--- src/rtl/pc_fetch_sequencer.sv ---
// Architectural PC owner: fetches one instruction at a time over a req/ack imem port, then selects PC+4 or the target on retirement.
// Latency: ack in cycle N -> instr_valid in N+1 (min 2 cycles/instr). Backpressure: stall blocks retirement; imem_req held until ack or timeout.
// Optional MISALIGN_TRAP_EN: a misaligned taken target redirects to TRAP_PC with a 1-cycle trap pulse.
module pc_fetch_sequencer #(
  parameter logic [31:0] RESET_PC = 32'h0000_0000,
  parameter logic [31:0] TRAP_PC  = 32'h0000_0100,
  parameter int          TIMEOUT  = 16
) (
  input  logic        clk,
  input  logic        reset,
  output logic        imem_req,
  output logic [31:0] imem_addr,
  input  logic        imem_ack,
  input  logic [31:0] imem_rdata,
  output logic        instr_valid,
  output logic [31:0] instr,
  output logic [31:0] pc,
  input  logic [31:0] pc_target,
  input  logic        pc_src,
  input  logic        exec_done,
  input  logic        stall,
  output logic        fetch_err,
  output logic        trap
);

  typedef enum logic [1:0] {IDLE, FETCH, EXEC, ERROR} state_t;

  localparam logic [7:0] CNT_LAST = 8'(TIMEOUT - 1);

  state_t      state, state_n;
  logic [31:0] pc_n, instr_n;
  logic [7:0]  cnt, cnt_n;
`ifdef MISALIGN_TRAP_EN
  logic        trap_q, trap_n;
`endif

  always_comb begin
    state_n = state;
    pc_n    = pc;
    instr_n = instr;
    cnt_n   = cnt;
`ifdef MISALIGN_TRAP_EN
    trap_n  = 1'b0;
`endif
    case (state)
      IDLE: begin
        state_n = FETCH;
        cnt_n   = 8'd0;
      end
      FETCH: begin
        if (imem_ack) begin
          instr_n = imem_rdata;
          cnt_n   = 8'd0;
          state_n = EXEC;
        end else if (cnt == CNT_LAST) begin
          cnt_n   = 8'd0;
          state_n = ERROR;
        end else begin
          cnt_n   = cnt + 8'd1;
        end
      end
      EXEC: begin
        if (exec_done && !stall) begin
          state_n = FETCH;
          if (!pc_src) begin
            pc_n = pc + 32'd4;
          end else begin
`ifdef MISALIGN_TRAP_EN
            if (pc_target[1:0] != 2'b00) begin
              pc_n   = TRAP_PC;
              trap_n = 1'b1;
            end else begin
              pc_n   = pc_target;
            end
`else
            // Low bits are forced to zero so a misaligned target still fetches a word.
            pc_n = pc_target & 32'hFFFF_FFFC;
`endif
          end
        end
      end
      default: begin
        state_n = ERROR;
      end
    endcase
  end

  always_ff @(posedge clk) begin
    if (reset) begin
      state  <= IDLE;
      pc     <= RESET_PC;
      instr  <= 32'd0;
      cnt    <= 8'd0;
`ifdef MISALIGN_TRAP_EN
      trap_q <= 1'b0;
`endif
    end else begin
      state  <= state_n;
      pc     <= pc_n;
      instr  <= instr_n;
      cnt    <= cnt_n;
`ifdef MISALIGN_TRAP_EN
      trap_q <= trap_n;
`endif
    end
  end

  assign imem_req    = (state == FETCH);
  assign imem_addr   = pc;
  assign instr_valid = (state == EXEC);
  assign fetch_err   = (state == ERROR);
`ifdef MISALIGN_TRAP_EN
  assign trap        = trap_q;
`else
  assign trap        = 1'b0;
`endif

endmodule

--- config.mk ---
export PLATFORM = sky130hd
export DESIGN_NAME = pc_fetch_sequencer
export DESIGN_NICKNAME = d
export VERILOG_FILES = /design/src/rtl/pc_fetch_sequencer.sv
export SDC_FILE = /design/constraint.sdc
export NUM_CORES = 1
export LEC_CHECK = 0
export CELL_PAD_IN_SITES_DETAIL_PLACEMENT = 1
export CELL_PAD_IN_SITES_GLOBAL_PLACEMENT = 2
export CORE_AREA = 3 3 121 153
export CTS_CLUSTER_DIAMETER = 120
export CTS_CLUSTER_SIZE = 10
export DETAILED_ROUTE_END_ITERATION = 10
export DIE_AREA = 0 0 124 156
export PLACE_DENSITY = 0.79
export SETUP_SLACK_MARGIN = 0.1
export SYNTH_ARGS = -nofsm -noshare
export SYNTH_HDL_FRONTEND = slang
export SYNTH_SLANG_ARGS = --single-unit
--- constraint.sdc ---
create_clock -name clk -period 2.77 [get_ports clk]
set_input_delay 0.831 -clock clk [delete_from_list [all_inputs] [get_ports clk]]
set_output_delay 0.831 -clock clk [all_outputs]
set_load 0.1 [all_outputs]
* Word level (Yosys, flattened, before mapping)
Cells that the tools add are included.
** Word-level totals
- Flip-flop bits (word level) :: 74
- Input bits :: 70
- Output and inout port bits :: 100
- Logic and storage cells :: 27
** Cells by class
- Add/sub/neg operators :: 2
- Equal/unequal tests :: 6
- Mux-type cells :: 8
- Reduce and logical (&&, ||, !) cells :: 7
** Operators by type and width (number)
- 32-bit by 3-bit adder with 32-bit output (second input constant) :: 1
- 32-bit two-way mux :: 1
- 8-bit two-way mux :: 2
- 8-bit case mux with 2 select lines :: 1
- 8-bit by 1-bit adder with 8-bit output (second input constant) :: 1
- 8-bit by 4-bit == test with 1-bit output (second input constant) :: 1
- 2-bit two-way mux :: 3
- 2-bit case mux with 3 select lines :: 1
- 2-bit AND reduction :: 3
- 2-bit == test (second input constant) :: 2
- 3-bit by 1-bit != test with 1-bit output (second input constant) :: 1
- 2-bit by 1-bit == test with 1-bit output (second input constant) :: 1
- 2-bit logical NOT :: 1
- 2-bit by 1-bit != test with 1-bit output (second input constant) :: 1
- 2-bit nonzero test :: 1
- 1-bit logical AND :: 1
- 1-bit logical NOT :: 1

* Depth between registers and ports, before layout
- Depth in word-level cells :: 4
- Depth in mapped cells :: 7

* Worst setup path after synthesis
OpenSTA, ideal clock, no wires.
- Kind :: register to register
- Start point :: register state[0]
- End point :: register instr[19]
- Setup time :: 71 ps
- Arrival :: 2692 ps
- Setup slack :: 7 ps
- Cell stages (with the launch flop) :: 7
- Path buffers :: 2
- Period minus slack after synthesis :: 2763 ps
- Path through :: dfxtp_1 -> nor2b_1 -> and2_1 -> clkbuf_1 -> clkbuf_1 -> nand2_1 -> a21oi_1
** On the way
- Cells in the longest elaborated chain, start to end :: 2
** Ends and longest elaborated chain
- from (decl) :: line 30 : state_t state, state_n;
- from (signal assigned) :: line 98 : state <= state_n;
- 2-bit by 1-bit == test with 1-bit output
- via imem_req :: line 11 : output logic imem_req,
- 2-bit AND reduction (no line)
- to (signal assigned) :: line 100 : instr <= instr_n;
- to (decl) :: line 16 : output logic [31:0] instr,
The timed path passes the listed nets, and every way through them passes these cells.
A chain may end at the register's enable or synchronous reset.

* Worst setup path in the final report
- Start point :: register state[1]
- End point :: output port instr_valid
** On the way
- Cells in the longest elaborated chain, start to end :: 1
** Ends and longest elaborated chain
- 2-bit == test :: line 110 : assign instr_valid = (state == EXEC);
- to (decl) :: line 15 : output logic instr_valid,
Every way passes these cells.

==> flow_summary_export.csv <==
group,metric,value,unit
logic_synthesis,synth_top_family_by_area,"simple AND/OR/NAND/NOR gates",
cts,cts_root_buf,"clkbuf_16",
sta,whs,458,ps
logic_synthesis,synth-edff-count,0,
final_layout,syn2layout_area_growth,45.7,%
global_route,track_usage,0.149,
placed_design,place_inst,850,
cts,cts_setup_buffers,0,
power,total_power,3.28,mW
logic_synthesis,synth-async-reset-ratio,0,
final_layout,mostFrequentLayoutCell,"buf_4",
sta,period_share,0.836,
cts,cts_resized,0,
flow_run,max_cap_viol_count,0,
sta,fmax,432,MHz
logic_synthesis,synth_mux_area_frac,0.0127,
logic_synthesis,synth_top_area_share,0.366,
sta,tightest_slew,548,ps
logic_synthesis,syn_inst,516,
route,viasPerCell,4.96,
sta,finalSetupTns,0,ps
logic_synthesis,yosysTopAreaCell,"dfxtp_1",
logic_synthesis,synth_area_leaders,"dfxtp_1 (37%), nand2_1 (9.2%), buf_4 (6.7%), a21oi_1 (6.6%), nand3_1 (2.8%)",
die,core,0.0173,mm²
logic_synthesis,syn_area,0.00394,mm²
logic_synthesis,synthAdderAreaFrac,0.00636,
sta,fin_crit,2310,ps
placed_design,routabilityCongestion,0.745,
logic_synthesis,ys_seq_area_frac,0.366,
final_layout,final_nets,709,
sta,rsz0062_at_grt,"no",
final_layout,fin_util,0.331,
cts,clock-sinks,72,
placed_design,dpl_cell_area,0.00538,mm²
die,pin_count,170,
power,power_density,573,mW/mm²
global_route,antenna_found_initial,0,
worst_setup_path,critPathBufInv,1,
final_layout,stdcell_count,866,
sta,slew_viol_final,0,
final_layout,multiInputGateArea,0.00208,mm²
power,leakage,2.21,nW
power,peakVddDrop,0.000279,V
route,vias,4293,
logic_synthesis,avgSynthCellArea,7.63,µm²
worst_setup_path,start_kind,"register",
route,drt_iter0_drc,178,
placed_design,dp_slack,124,ps
route,drcViolationCount,0,
global_route,grt_first_pass_wirelength,22800,µm
worst_setup_path,critical_path.max_fanout,13,
run_status,status,"completed",
logic_synthesis,synth_compound_area_frac,0.219,
cts,clkLatencyLatePin,340,ps
sta,finalSetupViolCount,0,
final_layout,seqCellArea,0.00144,mm²
sta,finClkSkew,10.4,ps
cts,cts_max_level,3,
final_layout,drive_above_1_share,0.220,
global_route,grt_max_degree,50,
worst_setup_path,arrival,1480,ps
logic_synthesis,synth_ff_type,"dfxtp_1",
sta,hold_viol_final,0,
route,dr.pass1.iters,4,
route,wl_per_cell,17.0,µm
final_layout,mostFrequentLayoutCells,"buf_4 (109), nand2_1 (96), dfxtp_1 (70)",
logic_synthesis,synthDistinctLibCells,61,
cts,ctsHoldBuffers,0,
final_layout,diodes,0,
logic_synthesis,synthSimpleGateAreaFrac,0.279,
die,die_h,156,µm
global_route,overflow,0,
worst_setup_path,endpoint_kind,"primary output",
logic_synthesis,synthXorXnorAreaFrac,0.00223,
worst_setup_path,crit_family,"flip-flops",
final_layout,num-fill-cells,2137,
route,ant_nets,0,
cts,cts_buffers,9,
final_layout,stdcell_area,0.00573,mm²
worst_setup_path,path_class,"register to primary output",
logic_synthesis,ys_ff_latch,72,
cts,path_clk_slew,60,ps
worst_setup_path,cp_data_required_time,1940,ps
die,start_util,0.228,
worst_setup_path,cp_cell_sequence,"nor2b_2 -> buf_4",
placed_design,portBuffers,162,
die,fp.dieArea,0.0193,mm²
die,die_w,124,µm
cts,cts_tree,"yes",
global_route,grt_pass1_vias,4435,
die,core.rowCount,54,
cts,cts_max_path_buffers,2,
worst_setup_path,r2r_slack,470,ps
worst_setup_path,critPathSlowestCell,"dfxtp_1",
sta,maxSlewHeadroom,0.635,
worst_setup_path,max_stage_delay,580,ps
sta,fin_ws,455,ps
logic_synthesis,yosys_warnings,0,
placed_design,hpwlAfterDp,10600,µm
hold_path,hold_class,"register to register",
route,drt-total-wl,14700,µm
## cell families (layout without fill, tap and decap cells)
kind of cell	Yosys count	count (layout)
AO/OA/AOI/OAI	132	132
XOR/XNOR	1	1
adder cells (fa/ha/maj)	2	2
buffers and inverters	82	204
flip-flops	72	72
multiplexers	5	5
other	1	5
AND/OR/NAND/NOR	221	221
## Yosys cell counts, types with 4 or more instances
library cell  instances
inv_1                 9
nand2_1              96
nand3_1              22
buf_1                 8
a32o_1                7
and4_1                4
a31oi_1              10
a311oi_1              4
o211ai_1              5
nor2_1               20
nand4_1              13
a21o_1                4
buf_2                 6
o21ai_0              16
nor3_1               17
and3_1                9
a21oi_1              52
buf_4                35
dfxtp_1              72
nor2b_1               4
clkbuf_1             23
mux2i_1               5
a22o_1                6
nor4_1               11
## layer usage
| metal | GRT usage | routed length [µm] | up-vias |
|---|---|---|---|
| met5 | 0 | 0 | - |
| met1 | 0.172 | 6070 | 2064 |
| met2 | 0.254 | 7260 | 144 |
| met4 | 0.0506 | 224 | 0 |
| li1 | - | - | 2070 |
| met3 | 0.0533 | 1180 | 15 |
## registers in the layout (all words and copies together), names as in the netlist
name and flops:
cnt 8, imem_addr 30, instr 32, state 2
## layout make-up
class | count | share of cell area
Multi-Input combinational cell | 366 | 0.363
Timing Repair Buffer | 179 | 0.268
Sequential cell | 72 | 0.252
Tap cell | 224 | 0.0489
Clock buffer | 11 | 0.0441
Clock inverter | 5 | 0.0179
Inverter | 9 | 0.00589
## final timing paths
| path | start | end | cells after the start |
|---|---|---|---|
| worst max-delay path | state[1] | instr_valid | 2 |
| worst min-delay path | instr[28] | instr[28] | 2 |
| worst max register to register | imem_addr[2] | imem_addr[24] | 5 |
| worst min register to register | instr[28] | instr[28] | 2 |
## worst reg2reg max path, stage by stage (launching register included)
cell	delay, ps
dfxtp_2	440
ha_1	290
nand4_2	190
or4_1	730
o311ai_0	380
o211ai_1	150
## where the power goes
group / total (mW) / internal (mW) / switching, mW
clock: 1.39 / 0.927 / 0.463
sequential: 1.12 / 1.08 / 0.0466
combinational: 0.771 / 0.211 / 0.561
Power figures use the tool's default switching activity.
